<file path="src/rtl/bg_tile_renderer.sv">
// Background tile renderer.
// Turns the current pixel position into a background colour. It reads the
// tile map from the background RAM and then the tile sheet from the ROM.
// The pipeline is fixed at 5 cycles and never stalls or inserts a bubble.
// Both memories have 1-cycle synchronous read latency.
// There is no handshake: one pixel enters per clock, and one result
// leaves per clock, 5 cycles later.
module bg_tile_renderer #(
    parameter int          TILE_COLS = 40,
    parameter int          TILE_ROWS = 30,
    parameter logic [11:0] KEY_COLOR = 12'hF0F,
    localparam int         LATENCY   = 5
) (
    input  logic        clk,
    input  logic        reset,
    input  logic        video_on,
    input  logic [9:0]  x,
    input  logic [9:0]  y,
    input  logic [3:0]  bg_x_offset,
    output logic [15:0] bg_ram_addr,
    input  logic [31:0] bg_ram_data,
    output logic [13:0] sheet_addr,
    input  logic [11:0] sheet_data,
    output logic [11:0] rgb,
    output logic        bg_visible,
    output logic        pixel_valid
);

    // Fine scroll, held for a whole line so the picture never tears mid-line.
    logic [3:0]  line_offset;

    // Stage 0 (combinational from the pixel position).
    logic [10:0] sx;
    logic [6:0]  col_raw;
    logic [6:0]  col;
    logic [5:0]  row;
    logic [15:0] addr_next;

    // Pipeline registers: px/py ride along until the RAM word arrives.
    logic [3:0]  px1, py1, px2, py2;
    logic        en3, en4;
    // video_on delay line; bit i holds the flag for stage T+i+1.
    logic [LATENCY-2:0] vo_pipe;

    // Fields of the RAM word, valid at T+2.
    logic [2:0]  tile_col;
    logic [2:0]  tile_row;
    logic        x_flip;
    logic        y_flip;
    logic        tile_en;
    logic [3:0]  px_f;
    logic [3:0]  py_f;
    logic        opaque;
    logic        unused_ram_bits;

    assign unused_ram_bits = ^bg_ram_data[31:9];

    // Scrolled column with a single wrap, and the map address.
    // Rows beyond the map only occur in vertical blanking; they read row 0.
    always_comb begin
        sx      = {1'b0, x} + {7'd0, line_offset};
        col_raw = sx[10:4];
        col     = col_raw;
        if (int'(col_raw) >= TILE_COLS) begin
            col = 7'(int'(col_raw) - TILE_COLS);
        end
        row = y[9:4];
        if (int'(row) >= TILE_ROWS) begin
            row = '0;
        end
        addr_next = 16'(int'(row) * TILE_COLS + int'(col));
    end

    // Decode the tile word and apply flips (15 - p is the bitwise inverse).
    always_comb begin
        tile_col = bg_ram_data[2:0];
        tile_row = bg_ram_data[5:3];
        x_flip   = bg_ram_data[6];
        y_flip   = bg_ram_data[7];
        tile_en  = bg_ram_data[8];
        px_f     = x_flip ? ~px2 : px2;
        py_f     = y_flip ? ~py2 : py2;
        opaque   = vo_pipe[LATENCY-2] & en4 & (sheet_data != KEY_COLOR);
    end

    // Latch the fine scroll once per line, at the first pixel past the active area.
    always_ff @(posedge clk) begin
        if (reset) begin
            line_offset <= '0;
        end else if (x == 10'd640) begin
            line_offset <= bg_x_offset;
        end
    end

    // Five-stage registered pipeline from pixel position to colour.
    always_ff @(posedge clk) begin
        if (reset) begin
            bg_ram_addr <= '0;
            px1         <= '0;
            py1         <= '0;
            px2         <= '0;
            py2         <= '0;
            sheet_addr  <= '0;
            en3         <= 1'b0;
            en4         <= 1'b0;
            vo_pipe     <= '0;
            rgb         <= '0;
            bg_visible  <= 1'b0;
            pixel_valid <= 1'b0;
        end else begin
            // T+1: map address; RAM word comes back at T+2.
            bg_ram_addr <= addr_next;
            px1         <= sx[3:0];
            py1         <= y[3:0];
            // T+2: align pixel offsets with the RAM word.
            px2         <= px1;
            py2         <= py1;
            // T+3: sheet address; ROM word comes back at T+4.
            sheet_addr  <= {tile_row, py_f, tile_col, px_f};
            en3         <= tile_en;
            // T+4: align enable with the ROM word.
            en4         <= en3;
            vo_pipe     <= {vo_pipe[LATENCY-3:0], video_on};
            // T+5: final pixel.
            pixel_valid <= vo_pipe[LATENCY-2];
            bg_visible  <= opaque;
            rgb         <= opaque ? sheet_data : 12'h000;
        end
    end

endmodule

</file>
<file path="config.mk">
export PLATFORM = sky130hd
export DESIGN_NAME = bg_tile_renderer
export DESIGN_NICKNAME = d
export VERILOG_FILES = /design/src/rtl/bg_tile_renderer.sv
export SDC_FILE = /design/constraint.sdc
export NUM_CORES = 1
export LEC_CHECK = 0
export BUFFER_PORTS_ARGS = -buffer_cell sky130_fd_sc_hd__buf_2
export CORE_MARGIN = 1.5
export CORE_UTILIZATION = 45
export CTS_BUF_LIST = sky130_fd_sc_hd__clkbuf_2
export CTS_CLUSTER_SIZE = 25
export DETAILED_ROUTE_END_ITERATION = 10
export GPL_ROUTABILITY_DRIVEN = 0
export PLACE_DENSITY = 0.79
export SYNTH_ARGS = -nofsm -noshare
export SYNTH_HDL_FRONTEND = slang
export SYNTH_SLANG_ARGS = --single-unit
export TNS_END_PERCENT = 1
</file>
<file path="constraint.sdc">
create_clock -name clk -period 7.55 [get_ports clk]
set_input_delay 0.3775 -clock clk [delete_from_list [all_inputs] [get_ports clk]]
set_output_delay 0.3775 -clock clk [all_outputs]
set_load 0.01 [all_outputs]
</file>
==> qor.yml <==
sta:
  setup_violations: 0
  clock.fmax_mhz: 248
  hold_violations: 0
  slew_headroom_pct: 41.1
  fin_crit_sh_pct: 53.3
  grt_setup_unrepaired: "false"
  period_minus_slack_ns: 4.03
  setup_tns_ns: 0
  setup_slack_ns: 3.52
  finClkSkew_ns: 0.0254
  tightest_slew_ns: 0.883
  holdWs_ns: 0.0651
  slew_viol_final: 0
finish:
  drive_gt1_share_pct: 31.5
  area_growth_pct: 20.8
  nNetsFinal: 467
  stdcell_count: 458
  diodes: 0
synth:
  synth_top_family_by_area: "simple AND/OR/NAND/NOR gates"
  synth_edf_count: 0
  synthFlopType: "dfxtp_1"
  synthMuxAreaShare_pct: 1.36
  synth_seq_cells: 67
  yosys.area.top_type: "dfxtp_1"
  synth_area_leaders: "dfxtp_1 (46%), ha_1 (7.2%), nor2b_1 (6.4%), xnor2_1 (4.5%), nor2_1 (4.0%)"
  synthAdderAreaFrac_pct: 9.29
  synthCells: 287
  netlist.area_leader.share_pct: 45.7
  synthArstFlopShare_pct: 0
  synth-compound-area-share_pct: 11.8
  yosys_warnings: 0
  ys_top_cells_by_count: "dfxtp_1 (67), nor2_1 (31), nor2b_1 (30), and2_1 (17), ha_1 (17)"
  yosysSeqAreaShare_pct: 45.7
  synthDistinctLibCells: 49
  synth-xor-area-share_pct: 5.97
  syn_area_per_cell_sq_um: 10.2
  synthSimpleGateAreaFrac_pct: 21.7
  netlist_area_sq_um: 2940
  synth_most_common_cell: "dfxtp_1"
cts:
  cts_buffer_depth: 2
  path_clk_slew_ns: 0.22
  ctsResizeCount: 0
  clock_tree.htree_level_count: 3
  cts_num_sinks: 67
  insertion_delay_ns: 0.50
  cts_tree: "built"
  cts_root_buffer: "clkbuf_2"
  cts_buffers: 9
  post_cts_buffers: 0
global_route:
  grt_pass1_wl_um: 8890
  use_met1_pct: 18.8
  grt_use_met3_pct: 5.14
  grt_overflow: 0
  grt.total_usage_pct: 15.9
  first_global_vias: 2028
  antenna_found_initial: 0
  grt_max_degree: 54
  gr-usage-met2_pct: 27.1
  grt-busiest-layer: "met2"
setup_path:
  path_buf_inv: 1
  cp_cell_sequence: "ha_1 -> inv_1 -> fa_1 -> nand2b_1 -> a211oi_4 -> xnor2_1 -> ha_1 -> nand2_1 -> a21boi_0 -> a21oi_1 -> ha_1 -> fa_1 -> a21o_1 -> a21oi_1 -> or3_1 -> xnor2_1 -> nor2_1"
  reg2regPathDepth: 17
  crit_cells: 17
  critical_path.max_stage_delay_ns: 0.41
  crit_top_cell: "ha_1"
  required_ns: 7.93
  cp.arrival_ns: 4.40
  crit_family: "adder cells"
  slowest_stage: "fa_1"
  worstSetupEndpointType: "flip-flop"
  worstSetupPathType: "flip-flop to flip-flop"
  crit_fanout: 5
  setup.worst_path.start_class: "flip-flop"
floorplan:
  ios: 115
  die_w_um: 83.8
  core_sq_um: 6310
  rows: 29
  dieArea_sq_um: 7020
  initial_core_util_pct: 46.5
  die_h_um: 83.8
job:
  maxCapViolations: 0
outcome:
  outcome: "finished, final reports clean"
route:
  drc_errors: 0
  ant_nets: 0
  wl_per_cell_um: 11.5
  drtPass1Iterations: 4
  vias_per_cell: 4.80
  drt_iter0_drc: 31
  vias: 2198
  totalWireLength_um: 5260
place:
  dp.cells: 441
  portBuffers: 88
  place_ws_ns: 3.36
  dpl.hpwl_um: 4000
power:
  power.leakage_nw: 1.68
  vdd_drop_max_uv: 155
  pwr_density_cell_nw_per_um2: 196
hold_path:
  min_path_cells: 2
  worst_hold_path_type: "input port to flip-flop"
## sequential cells by signal, indices dropped and copies added (netlist names)
| signal | count |
|---|---|
| en4 | 1 |
| py1 | 4 |
| line_offset | 4 |
| rgb | 12 |
| px2 | 4 |
| pixel_valid | 1 |
| sheet_addr | 14 |
| vo_pipe | 4 |
| px1 | 4 |
| bg_ram_addr | 13 |
| bg_visible | 1 |
| py2 | 4 |
| en3 | 1 |
## per-stage QoR
stage	total power [mW]	instance area (sq um)	util, %
2_1_floorplan	0.445	2950	-
3_5_place_dp	0.477	3410	54.0
3_3_place_gp	0.474	3410	54.0
5_1_grt	0.735	3540	56.1
4_1_cts	0.706	3530	56.0
6_report	0.696	3540	56.1
## cell type report
cell class,instances,area (sq um)
multi-input cells,199,1490
well taps,77,96.3
clock buffers,9,45.0
inverters,10,37.5
fillers,572,2770
clock inverters,7,82.6
flip-flops and latches,67,1340
repair buffers,89,450
## power by group
group	leakage [nW]	switching (mW)	total, mW	internal [mW]
sequential	0.551	0.00364	0.374	0.371
clock	0.0715	0.144	0.227	0.0821
combinational	1.05	0.0510	0.0952	0.0443
total	1.68	0.199	0.696	0.497
## metal layers
layer / up-vias / wire [um]
li1: 1140 / -
met1: 992 / 2350
met2: 58 / 2580
met3: 8 / 259
met4: 0 / 69
met5: - / 0
## cell families after synthesis
family	after synthesis
AO/OA/AOI/OAI	43
XOR/XNOR	20
adder cells (fa/ha/maj)	20
buffers and inverters	25
flip-flops	67
multiplexers	4
other	1
AND/OR/NAND/NOR	107
## final timing paths
path	slack, ns	start	endpoint
max	3.52	line_offset[0]$_SDFFE_PP0N_	bg_ram_addr[9]$_SDFF_PP0_
min	0.07	sheet_data[4]	rgb[4]$_SDFF_PP0_
max reg2reg	3.52	line_offset[0]$_SDFFE_PP0N_	bg_ram_addr[9]$_SDFF_PP0_
min reg2reg	0.44	py1[3]$_SDFF_PP0_	py2[3]$_SDFF_PP0_
## cell usage in the layout (no fill, tap or decap), drive strengths merged, types with 2 or more instances in the layout
cell type | Yosys | final
xnor2 | 15 | 15
a21oi | 12 | 12
o21ai | 4 | 4
nand2 | 3 | 3
a31oi | 4 | 4
inv | 10 | 14
nand4b | 3 | 3
nand4bb | 2 | 2
clkbuf | 9 | 9
fa | 3 | 3
nor3 | 6 | 6
a211oi | 4 | 4
or3 | 2 | 2
and2 | 18 | 18
nor4 | 2 | 2
nor2 | 32 | 32
conb | 1 | 5
mux2i | 4 | 4
nand4 | 2 | 2
ha | 17 | 17
clkinvlp | 0 | 2
nand3 | 4 | 4
dfxtp | 67 | 67
a21o | 8 | 8
xor2 | 5 | 5
o211a | 2 | 2
o22ai | 2 | 2
nor2b | 30 | 30
buf | 6 | 88
## timing repair
item	4_1_cts	5_1_grt
hold buffers	0	1
hold endpoints to repair	0	1
endpoints found under the setup margin	0	0
Power figures use the tool's default switching activity.
